**config.mk**
```make
export PLATFORM = sky130hd
export DESIGN_NAME = csa_accumulator
export DESIGN_NICKNAME = d
export VERILOG_FILES = /design/src/rtl/csa_accumulator.sv
export SDC_FILE = /design/constraint.sdc
export NUM_CORES = 1
export LEC_CHECK = 0
export ABC_CLOCK_PERIOD_IN_PS = 2380
export CAP_MARGIN = 15
export CELL_PAD_IN_SITES_DETAIL_PLACEMENT = 0
export CELL_PAD_IN_SITES_GLOBAL_PLACEMENT = 2
export CORE_ASPECT_RATIO = 0.9
export CORE_MARGIN = 2
export CORE_UTILIZATION = 32
export CTS_CLUSTER_SIZE = 8
export DETAILED_ROUTE_END_ITERATION = 8
export PLACE_DENSITY_LB_ADDON = 0.1
export SYNTH_ARGS = -nofsm -noshare
export SYNTH_HDL_FRONTEND = slang
export SYNTH_SLANG_ARGS = --single-unit
```
**constraint.sdc**
```tcl
create_clock -name clk -period 2.38 [get_ports clk]
set_input_delay 0.476 -clock clk [delete_from_list [all_inputs] [get_ports clk]]
set_output_delay 0.476 -clock clk [all_outputs]
set_load 0.01 [all_outputs]
```
**src/rtl/csa_accumulator.sv**
```systemverilog
// ---------------------------------------------------------------------------
// csa_accumulator
//
// Streaming multi-operand accumulator. Operands arrive one per cycle and are
// folded into a redundant carry-save total (sum_q / carry_q), so the
// per-operand loop is a single full-adder level with no carry chain. When a
// group closes, a single carry-propagate add resolves the total, which is then
// presented on the output port until it is taken.
//
// Handshake rule (both ports): a transfer happens on a rising clk edge where
// valid and ready are both 1. Ready and valid here come straight from state,
// with no combinational path from in_valid or out_ready.
//
// Ports:
//   clk, rst      clock; synchronous active-high reset
//   in_valid      operand valid
//   in_ready      block can accept an operand (state == ACCUM)
//   in_data       operand, WIDTH bits, sign- or zero-extended per SIGNED
//   in_last       marks the final operand of a group
//   out_valid     resolved result valid (state == OUTPUT)
//   out_ready     downstream accepts the result
//   out_data      resolved group sum, modulo 2^ACC_WIDTH
//   out_count     number of operands in the group
//   out_overflow  group was force-closed at MAX_TERMS without in_last
//   dbg_state     current FSM state (ACCUM=0, RESOLVE=1, OUTPUT=2)
// ---------------------------------------------------------------------------
module csa_accumulator #(
  parameter int WIDTH     = 16,
  parameter int ACC_WIDTH = 32,
  parameter int SIGNED    = 1,
  parameter int MAX_TERMS = 256
) (
  input  logic                               clk,
  input  logic                               rst,
  input  logic                               in_valid,
  output logic                               in_ready,
  input  logic [WIDTH-1:0]                   in_data,
  input  logic                               in_last,
  output logic                               out_valid,
  input  logic                               out_ready,
  output logic [ACC_WIDTH-1:0]               out_data,
  output logic [$clog2(MAX_TERMS+1)-1:0]     out_count,
  output logic                               out_overflow,
  output logic [1:0]                         dbg_state
);

  localparam int CW = $clog2(MAX_TERMS + 1);

  typedef enum logic [1:0] {
    ACCUM   = 2'd0,
    RESOLVE = 2'd1,
    OUTPUT  = 2'd2
  } state_t;

  state_t               state_q, state_d;
  logic [ACC_WIDTH-1:0] sum_q, carry_q;
  logic [CW-1:0]        count_q;
  logic                 ovf_q;

  logic [ACC_WIDTH-1:0] x;
  logic                 accept;
  logic                 at_limit;
  logic                 close_group;

  // Operand extension to accumulator width.
  if (ACC_WIDTH > WIDTH && SIGNED != 0) begin : g_sext
    assign x = {{(ACC_WIDTH-WIDTH){in_data[WIDTH-1]}}, in_data};
  end else if (ACC_WIDTH > WIDTH) begin : g_zext
    assign x = {{(ACC_WIDTH-WIDTH){1'b0}}, in_data};
  end else begin : g_same
    assign x = in_data;
  end

  assign in_ready  = (state_q == ACCUM);
  assign out_valid = (state_q == OUTPUT);
  assign dbg_state = state_q;

  assign accept      = in_valid & in_ready;
  assign at_limit    = (int'(count_q) + 1 == MAX_TERMS);
  assign close_group = accept & (in_last | at_limit);

  // State register.
  always_ff @(posedge clk) begin
    if (rst) state_q <= ACCUM;
    else     state_q <= state_d;
  end

  // Next-state logic.
  always_comb begin
    state_d = state_q;
    case (state_q)
      ACCUM:   if (close_group) state_d = RESOLVE;
      RESOLVE: state_d = OUTPUT;
      OUTPUT:  if (out_ready) state_d = ACCUM;
      default: state_d = ACCUM;
    endcase
  end

  // Datapath registers.
  always_ff @(posedge clk) begin
    if (rst) begin
      sum_q        <= '0;
      carry_q      <= '0;
      count_q      <= '0;
      ovf_q        <= 1'b0;
      out_data     <= '0;
      out_count    <= '0;
      out_overflow <= 1'b0;
    end else begin
      case (state_q)
        ACCUM: begin
          if (accept) begin
            // 3:2 compression; the carry out of the MSB is dropped (mod 2^N).
            sum_q   <= sum_q ^ carry_q ^ x;
            carry_q <= ((sum_q & carry_q) | (sum_q & x) | (carry_q & x)) << 1;
            count_q <= count_q + 1'b1;
            // in_last wins over the limit when both hold on the same operand.
            if (close_group) ovf_q <= ~in_last;
          end
        end
        RESOLVE: begin
          out_data     <= sum_q + carry_q;
          out_count    <= count_q;
          out_overflow <= ovf_q;
        end
        OUTPUT: begin
          // out_* are left holding the last result after the handshake.
          if (out_ready) begin
            sum_q   <= '0;
            carry_q <= '0;
            count_q <= '0;
          end
        end
        default: ;
      endcase
    end
  end

endmodule

```
# [Yosys cells after proc, flatten, opt, wreduce, memory -nomap -nowiden]
# Cells that the tools add are included.
[op_classes] addsub=3 eq_ne=6 mux=11 bitwise_logic=11 reduce_logical=5
[op_table] operator="$pmux 32 s2" n=2
[op_table] operator="$mux 32" n=3
[op_table] operator="$and 31x31->31" n=3
[op_table] operator="$xor 32x32->32" n=2
[op_table] operator="$or 31x31->31" n=2
[op_table] operator="$add 32x32->32" n=1
[op_table] operator="$mux 9" n=2
[op_table] operator="$pmux 9 s2" n=1
[op_table] operator="$add 9x1->10 const B" n=1
[op_table] operator="$eq 10x9->1 const B" n=1
[op_table] operator="$add 9x1->9 const B" n=1
[op_table] operator="$ne 2x1->1 const B" n=3
[op_table] operator="$pmux 2 s3" n=1
[op_table] operator="$reduce_and 3->1" n=2
[op_table] operator="$mux 2" n=2
[op_table] operator="$and 1x1->1" n=2
[op_table] operator="$eq 2x1->1 const B" n=1
[op_table] operator="$eq 2x2->1 const B" n=1
[op_table] operator="$logic_not 2->1" n=1
[op_table] operator="$reduce_and 2->1" n=1
[op_table] operator="$reduce_bool 2->1" n=1
[op_table] operator="$not 1->1" n=1
[op_table] operator="$or 1x1->1" n=1
[totals] reg_bits=118

# [Logic depth before layout (Yosys ltp)]
# Gate-level depths: netlist of the first run.
[logic_depth] ltp_word=6 mapped_depth=11

# [Worst setup path before layout of the first run]
# Ideal clock, no wire load.
[synth_path] path_type="register -> register" startpoint="register sum_q[1]" endpoint="register out_data[27]" arrival_time_ns=2.252 required_ns=2.263 path_slack_ns=0.011 path_stages_with_launch=12 path_buffers=0 period_less_slack_ns=2.369 path_cell_list="dfxtp_1 > ha_1 > fa_1 > a21oi_1 > o21ai_0 > a21o_1 > a21oi_1 > o21a_1 > o21bai_1 > a21oi_1 > xnor2_1 > a22o_1"
[synth_between] elab_chain_len=1
[synth_rtl] item="from (decl)" line_no="56" text="logic [ACC_WIDTH-1:0] sum_q, carry_q;"
[synth_rtl] item="from (signal assigned)" line_no="114" text="sum_q <= sum_q ^ carry_q ^ x;"
[synth_rtl] item="$add 32x32->32" line_no="122" text="out_data <= sum_q + carry_q;"
[synth_rtl] item="to (signal assigned)" line_no="122"
[synth_rtl] item="to (decl)" line_no="41" text="output logic [ACC_WIDTH-1:0] out_data,"
# No other way between the ends.
# A chain may end at the register's enable or synchronous reset.

# [Final worst setup path of the first run]
[layout_path] startpoint="register sum_q[8]" endpoint="register out_data[26]"
# Same word-level chain as after synthesis.

==> summary.txt, run 1 <==
Mux share of post-synthesis cell area = 0%
Logic pwr share = 15.7%
Setup TNS = 0 ns
Chip height = 138.0 um
Sw power = 1.394 mW
Worst-path fanout max = 4
# diodes = 0
Synthesis Warnings = 0
Most frequent cells in the layout = 98 x dfxtp_1, 93 x nor2_1, 84 x buf_4
Initial Util = 32.26%
Reg clk slew, reported paths = 0.05 ns
PwrDens = 612.2 nW/um^2
Setup WS post-layout = 0.03098 ns
Antenna Nets Post-Route = 0
FP Rows = 49
Number of buffers created by CTS = 17
Crit path launch type = register
WL per Instance = 15.30 um
HP Class = register to register
Clk_skew = 0.007633 ns
Starting DRT DRC Count = 262
Hold Path Depth = 2
Post-Synth XOR/XNOR Area = 3.702%
Cell Area, Placed = 7894 sq um
CTS tree = yes
Syn nets = 803
DIE AREA = 21,110 sq um
Pwr Total = 5.436 mW
Final Cell Area = 8880 sq um
Post-synthesis sequential area ratio = 36.67%
DP Worst Slack = -0.2284 ns
R2R Path Start = sum_q[8]
Via count = 5,613
Hold worst-path end = out_data[5]
Period minus WS final = 2.349 ns
Reg power frac = 39.3%
GRT overflow = 0
Worst IR Drop VDD = 430.9 uV
Share of synthesized registers carrying an async set or reset = 0%
Post-route clock period utilization = 98.70%
Clk sinks = 117
Root Buffer = clkbuf_16
Dpl hpwl = 12,120 um
Final Hold Vio Count = 0
Final Max Slew Viols = 0
Critical path endpoint category = register
Worst Path Required = 2.72 ns
Reg2Reg Depth = 11
Combinational family with the most area after synthesis = compound AO/OA/AOI/OAI gates
Port buffer count = 66
Largest net degree at the start of global routing = 70
Global-route wire length before repair = 29,080 um
1st-pass router iterations = 4
Yosys cell types = 61
Max Cap Viol = 0
Cell Area, Synth = 6387 sq um
Clk pwr share = 45.0%
Post-synthesis simple-gate area fraction = 16.53%
Reg-to-Reg End = out_data[26]
CP Launch Point = sum_q[8]
Primary FF master, synth = dfxtp_1
Hold path start = out_data[5]
Register bit count reported by yosys = 117
WS Path Type = register to register
Initial antenna violation count = 0
Worst path arrival time = 2.69 ns
Avg Cell Area, Syn = 8.896 sq um
Final WL = 17,050 um
Slew HR = 61.43%
Final count of negative-setup-slack endpoints = 0
Layout area overhead = 39.02%
Fmax = 425.7 MHz
Vias in the first global route = 5,720
Compound-Gate Fraction of Synth Area = 23.06%
Number of H-tree levels = 4
Die Wd = 152.9 um
Overall routing resource usage = 16.84%
Commonest non-fill, non-tap cell in the layout = dfxtp_1
Gp weighted congestion = 0.7880
Vias per cell = 5.039
Synthesized instance count = 718
Internal power = 4.042 mW
Final net count = 934
Latest clock arrival within the worst-skew pair = 0.41 ns
Share of cells above drive strength 1 = 23.28%
RSZ-0062 raised after global routing = yes
Leak Pwr = 3.540 nW
Least-Margin Pin Slew = 0.5785 ns
Area share of fa/ha/maj cells after synthesis = 16.18%
Top Ports = 67
DRC = 0
Clock Tree Buf Depth = 2
Post-synth EDFFs = 0
Core area = 19,800 sq um
R2r setup slk = 0.03 ns
Sw Ratio = 25.64%
Status = complete, no violations
## final cells by class
class | instances | area [sq um]
fill | 1940 | 10920
multi-input combinational | 545 | 4194
sequential | 117 | 2366
timing repair buffer | 156 | 1395
clock buffer | 25 | 515.5
tap | 255 | 319.1
clock inverter | 4 | 45.04
inverter | 12 | 45.04
## cell families after synthesis
| kind of cell | Yosys count |
|---|---|
| and+or+nand+nor | 238 |
| DFF | 117 |
| adders and majority gates | 64 |
| xor gates and xnor gates | 27 |
| AOI/OAI and AO/OA | 216 |
| buffers and inverters | 56 |
## worst max-delay path by stage
stage / end / slack, ns
4_1_cts: out_data[28] / 0.002
2_1_floorplan: out_data[27] / 0.01
6_report: out_data[26] / 0.03
5_1_grt: out_data[26] / -0.1
3_3_place_gp: out_data[27] / -0.19
3_5_place_dp: out_data[27] / -0.23
## through the flow
step           cells  utilization [%]  hold slack, ns
2_1_floorplan    718                -          0.4316
3_3_place_gp    1083            39.86          0.4394
3_5_place_dp    1083            39.86          0.4448
4_1_cts         1112            43.37          0.4520
5_1_grt         1114            44.84          0.4724
6_report        1114            44.84          0.4509
## power groups by stage
stage	Clock, mW	Combinational [mW]	Sequential [mW]
global placement	0	0.796	2.15
floorplan	0	0.459	2.16
finish	2.45	0.856	2.13
global route	2.61	0.964	2.15
CTS	2.53	0.829	2.12
detailed placement	0	0.807	2.15
## routing by layer
metal  vias up  track usage (%)  part of all wire [%]
met5         -                0                     0
met4         0            4.045                  0.97
met3        13            4.232                   2.8
met2        64            27.40                    47
met1      2734            22.58                    49
li1       2802                -                     -
## cells in the mapped netlist, types with 5 or more instances
| cell type | number | share of area [%] |
|---|---|---|
| a21o_1 | 16 | 1.9 |
| a31oi_1 | 9 | 0.88 |
| a21oi_1 | 71 | 5.6 |
| nor2_1 | 93 | 5.5 |
| dfxtp_1 | 117 | 37 |
| nor2b_1 | 6 | 0.59 |
| ha_1 | 33 | 6.5 |
| nor3_1 | 7 | 0.55 |
| inv_1 | 12 | 0.71 |
| xor2_1 | 7 | 0.96 |
| o21ai_0 | 15 | 1.2 |
| and3_1 | 6 | 0.59 |
| fa_1 | 31 | 9.7 |
| a22oi_1 | 61 | 7.2 |
| a211oi_1 | 5 | 0.59 |
| nand3_1 | 13 | 1.0 |
| nand2_1 | 82 | 4.8 |
| clkbuf_1 | 35 | 2.1 |
| o21bai_1 | 6 | 0.71 |
| xnor2_1 | 20 | 2.7 |
## registers in the layout, indices dropped and copies added (netlist names)
register	flops
carry_q	31
count_q	9
dbg_state	2
out_count	9
out_data	32
out_overflow	1
ovf_q	1
sum_q	32
## timing repair
action                                  CTS  global route
resized for setup                        20            53
buffers inserted                          0             2
hold buffers                              0             0
pin swaps                                14            37
endpoints found under the setup margin   16            15
## worst max-delay path, cell delays in order, from the launching register on
cell,delay (ns)
dfxtp_1,0.33
ha_4,0.30
nand2_4,0.06
o21ai_4,0.18
a311oi_2,0.12
buf_4,0.16
a31oi_4,0.18
a21boi_4,0.09
o31ai_4,0.27
a21oi_2,0.09
or4_1,0.42
o211ai_2,0.07
Power figures use the tool's default switching activity.
==> run 2, diff against run 1 <==
Settings changed: ABC_CLOCK_PERIOD_IN_PS 2380 to 2540, CORE_UTILIZATION 32 to 35.
Clock period 2.38 ns to 2.54 ns, I/O delays scaled along.
==> summary.txt, run 2 (same netlist as run 1, synthesis figures left out) <==
Via count = 5,526 (was 5,613)
Vias in the first global route = 5,455 (was 5,720)
Worst IR Drop VDD = 464.7 uV (was 430.9 uV)
Least-Margin Pin Slew = 0.6014 ns (was 0.5785 ns)
Fin Hold WS = 0.4478 ns (was 0.4509 ns)
Number of buffers created by CTS = 17 (unchanged)
Worst-path fanout max = 3 (was 4)
Die Wd = 146.4 um (was 152.9 um)
Clk_skew = 0.009090 ns (was 0.007633 ns)
Gp weighted congestion = 0.8512 (was 0.7880)
# diodes = 0 (unchanged)
Placed insts = 1,044 (was 1,083)
Latest clock arrival within the worst-skew pair = 0.41 ns (about the same)
Logic pwr share = 14.5% (was 15.7%)
Initial antenna violation count = 0 (unchanged)
Core area = 17,730 sq um (was 19,800 sq um)
PwrDens = 600.1 nW/um^2 (was 612.2 nW/um^2)
Final count of negative-setup-slack endpoints = 0 (unchanged)
Reg power frac = 39.3% (about the same)
Overall routing resource usage = 17.72% (was 16.84%)
1st-pass router iterations = 7 (was 4)
WS Path Type = register to register (unchanged)
DIE AREA = 19,350 sq um (was 21,110 sq um)
Leak Pwr = 3.374 nW (was 3.540 nW)
Final Hold Vio Count = 0 (unchanged)
Top Ports = 67 (unchanged)
Sw power = 1.302 mW (was 1.394 mW)
Reg clk slew, reported paths = 0.05 ns (about the same)
Layout area overhead = 32.13% (was 39.02%)
Commonest non-fill, non-tap cell in the layout = dfxtp_1 (unchanged)
Worst Path Required = 2.84 ns (was 2.72 ns)
Clock Tree Buf Depth = 2 (unchanged)
GRT overflow = 0 (unchanged)
CTS tree = yes (unchanged)
Port buffer count = 66 (unchanged)
DRC = 0 (unchanged)
RSZ-0062 raised after global routing = yes (unchanged)
Worst path arrival time = 2.70 ns (was 2.69 ns)
Antenna Nets Post-Route = 0 (unchanged)
HP Class = register to register (unchanged)
Final WL = 16,450 um (was 17,050 um)
Final Max Slew Viols = 0 (unchanged)
Final net count = 909 (was 934)
Fillers = 1,749 (was 1,940)
Initial Util = 36.03% (was 32.26%)
Top Registers = out_data (32), sum_q (32), carry_q (31) (unchanged)
Crit path launch type = register (unchanged)
Sw Ratio = 25.71% (was 25.64%)
Starting DRT DRC Count = 266 (was 262)
Clk sinks = 117 (unchanged)
Share of cells above drive strength 1 = 17.34% (was 23.28%)
Number of H-tree levels = 4 (unchanged)
Clk pwr share = 46.2% (was 45.0%)
Critical path endpoint category = register (unchanged)
Hold_buf cts = 0 (unchanged)
Vias per cell = 5.136 (was 5.039)
Fin cells = 1,076 (was 1,114)
WL per Instance = 15.29 um (was 15.30 um)
Root Buffer = clkbuf_16 (unchanged)
Largest net degree at the start of global routing = 70 (unchanged)
FP Rows = 46 (was 49)
Internal power = 3.762 mW (was 4.042 mW)
Global-route wire length before repair = 27,830 um (was 29,080 um)
Post-route clock period utilization = 94.36% (was 98.70%)
Most frequent cells in the layout = 114 x dfxtp_1, 93 x nor2_1, 82 x nand2_1 (was 98 x dfxtp_1, 93 x nor2_1, 84 x buf_4)
Max Cap Viol = 0 (unchanged)
Fmax = 417.2 MHz (was 425.7 MHz)
Period minus WS final = 2.397 ns (was 2.349 ns)
Dpl hpwl = 11,740 um (was 12,120 um)
Slew HR = 59.81% (was 61.43%)
Chip height = 132.2 um (was 138.0 um)
Status = complete, no violations (unchanged)
-- run 2: critical path, cell delays in order, from the launching register on --
cell      delay [ns]
dfxtp_1         0.31
ha_2            0.19
fa_2            0.35
a21oi_2         0.15
o21ai_1         0.07
a21o_1          0.19
a21oi_2         0.20
buf_4           0.15
o211ai_1        0.09
nand2_1         0.14
o21ai_1         0.10
xnor2_1         0.13
a22o_1          0.19
-- run 2: routing by layer --
metal | share of wire [%] | vias to the layer above | track usage, %
li1 | - | 2753 | -
met1 | 50 | 2658 | 24.20
met2 | 45 | 97 | 27.62
met3 | 3.2 | 18 | 4.394
met4 | 1.5 | 0 | 5.663
met5 | 0 | - | 0
-- run 2: path summary, 6_finish.rpt --
check / startpoint / endpoint / slack, ns / depth (start not counted)
setup reg to reg: sum_q[1] / out_data[29] / 0.14 / 12
hold reg to reg: out_data[13] / out_data[13] / 0.45 / 2
hold / removal: out_data[13] / out_data[13] / 0.45 / 2
setup / recovery: sum_q[1] / out_data[29] / 0.14 / 12
-- run 2: area by class of cell --
class / count / area (sq um) / share of cell area (%)
Timing Repair Buffer: 131 / 1196 / 14.17
Tap cell: 240 / 300.3 / 3.558
Inverter: 12 / 45.04 / 0.5337
Clock inverter: 9 / 102.6 / 1.216
Multi-Input combinational cell: 545 / 3975 / 47.10
Clock buffer: 22 / 474.2 / 5.619
Sequential cell: 117 / 2346 / 27.80
-- run 2: power groups by stage --
stage               combinational, mW  clock, mW  sequential, mW
finish                          0.734       2.34            1.99
global route                    0.826       2.52            2.00
CTS                             0.726       2.42            1.98
detailed placement              0.720          0            2.02
global placement                0.712          0            2.02
floorplan                       0.431          0            2.02
-- run 2: timing repair --
item | CTS | global route
gates resized for setup | 3 | 29
setup endpoints to repair | 9 | 14
setup buffers | 0 | 1
pin swaps | 2 | 12
-- run 2: metrics by stage --
stage               setup TNS (ns)  worst slack [ns]  cell area, sq um  power (mW)  util (%)
global route                     0          0.005819              8439       5.344     47.61
floorplan                        0            0.1710              6387       2.450         -
detailed placement         -0.5277           -0.1442              7690       2.743     43.38
finish                           0            0.1432              8439       5.064     47.61
CTS                              0          0.003096              8277       5.126     46.69
global placement           -0.2024          -0.06666              7690       2.729     43.38
==> RTL change, RTL diff (flow settings as in run 1) <==
Set the parameter `SIGNED` to 0 (it was 1).
--- a/src/rtl/csa_accumulator.sv
+++ b/src/rtl/csa_accumulator.sv
@@ -27,7 +27,7 @@
 module csa_accumulator #(
   parameter int WIDTH     = 16,
   parameter int ACC_WIDTH = 32,
-  parameter int SIGNED    = 1,
+  parameter int SIGNED    = 0,
   parameter int MAX_TERMS = 256
 ) (
   input  logic                               clk,
Formal check against the unedited RTL: not equivalent (a bounded check fails within 4 cycles, from zero or initial values and one cycle with rst high).
==> RTL change against run 1 <==
The run now ends with negative setup slack left; synthesized cell count is 2.8% lower; non-clock buffer count increased by 1; die area down 5.5%; power rose by 0.13%; worst setup slack got worse by 0.061 ns; wire length shrank 0.48%; cell area shrank 5.7%; global-route usage increased by 0.72 points; sequential cell count unchanged; area after synthesis down 5.6%; critical path depth did not move; critical endpoint is now out_data[29].
==> RTL change: results (changes against run 1) <==
Timing
  – Measured slew at the worst slew-check pin: 0.419 ns (-0.160 ns)
  – TNS Setup: -0.0376 ns (-0.0376 ns)
  – Clock skew: 0.00643 ns (-0.00120 ns)
  – Final setup viols: 2 (+2)
  – Fin worst setup slack: -0.0302 ns (-0.0612 ns)

Critical path
  – CP max stage delay: 0.34 ns (-0.08 ns)
  – FF-to-FF End: out_data[29]
  – Slowest-stage cell, CP: dfxtp_2
  – WP data arrival: 2.76 ns (+0.07 ns)
  – CP Max Fanout: 3 (-1)
  – Delay-heaviest family, CP: compound AO/OA/AOI/OAI gates
  – RR Startpoint: carry_q[1]

Detailed routing
  – Via count: 5506 (-1.9%)
  – First-pass DRT Iterations: 5 (+1)
  – DR WL/cell: 15.7 um (+2.3%)
  – DRT iter0 DRCs: 271 (+3.4%)

Placed design
  – Placer congestion estimate: 0.799 (+1.4%)
  – Placed Area: 0.00753 mm2 (-4.6%)
  – HPWL after DPL: 11900 um (-1.9%)
  – Place WS: -0.0941 ns (+0.134 ns)
  – Placed Instances: 1049 (-3.1%)

Layout
  – Fillers: 1766 (-9.0%)
  – FF/Latch Area: 0.00235 mm2 (-0.85%)
  – Nets: 896 (-4.1%)

Clock tree
  – Post-CTS Resized: 15 (-25%)
  – Setup Fix Bufs, Post-CTS: 1 (+1)

Global routing
  – Pin count of the biggest net entering global routing: 79 (+13%)
  – First-pass GRT wire length: 27800 um (-4.4%)
  – Antenna violations before repair: 0 (unchanged)
  – GRT Resource Usage Total: 0.176 (+0.00717)
  – Vias in the first global route: 5409 (-5.4%)

Worst hold path
  – Worst Hold Class: reg2reg

Status
  – Failing checks: negative setup slack
  – Status: complete, but fails checks

Power
  – LEAKAGE: 3.35 nW (-5.4%)
  – Combinational share of power: 0.101 (-0.056)
  – Maximum vdd drop: 0.359 mV (-17%)
  – Cell area power density: 650 mW/mm2 (+6.2%)
  – Clk. pwr: 0.00286 W (+17%)
  – Switching part of the total power: 0.230 (-0.0263)

Synthesis
  – Synth cell count leaders: 117 x dfxtp_1, 95 x nor2_1, 77 x nand2_1
  – Sequential area share after synthesis: 0.389 (+0.0219)
  – Largest cells by area after synthesis: dfxtp_1 39%, a22oi_1 7.8%, ha_1 6.9%
  – Mapped Nets: 768 (-4.4%)
  – Post-Synthesis Cells: 698 (-2.8%)
-- RTL change: cell count changes after synthesis, moves of 4 or more --
cell / delta
o21ai_0: +18
fa_1: -15
a21oi_1: -12
inv_1: -10
xnor2_1: -7
buf_1: +6
xor2_1: +6
nand2_1: -5
a211oi_1: +4
clkbuf_1: +4
nand2b_1: +4
nand3b_1: +4
nor4b_1: -4
-- RTL change: worst min-delay path by stage --
stage	slack (ns)	cells past startpoint	startpoint	endpoint
detailed placement	0.45	2	out_data[2]	out_data[2]
global route	0.47	2	rst	carry_q[20]
finish	0.45	2	out_data[2]	out_data[2]
floorplan	0.43	2	ovf_q	out_overflow
global placement	0.44	2	out_data[15]	out_data[15]
CTS	0.45	2	rst	sum_q[30]
-- RTL change: layer usage --
| layer | part of all wire | global-route usage |
|---|---|---|
| met4 | 0.011 | 0.0423 |
| met3 | 0.037 | 0.0439 |
| met1 | 0.48 | 0.237 |
| met2 | 0.47 | 0.283 |
| met5 | 0 | 0 |
-- RTL change: final cells by class --
cell class / instances / area share
Inverter: 2 / 0.000897
Clock inverter: 9 / 0.0206
Clock buffer: 23 / 0.0571
Timing Repair Buffer: 157 / 0.166
Multi-Input combinational cell: 531 / 0.438
Tap cell: 245 / 0.0366
Sequential cell: 117 / 0.280
-- RTL change: cells by family (layout without fill, tap and decap cells) --
| logic type | after synthesis | after routing | synth area share |
|---|---|---|---|
| flip-flops | 117 | 117 | 0.389 |
| AND/OR/NAND/NOR | 229 | 229 | 0.165 |
| XOR/XNOR | 26 | 26 | 0.0378 |
| AO/OA/AOI/OAI | 225 | 225 | 0.252 |
| adder cells (fa/ha/maj) | 49 | 49 | 0.122 |
| buffers and inverters | 50 | 191 | 0.0316 |
| multiplexers | 2 | 2 | 0.00332 |
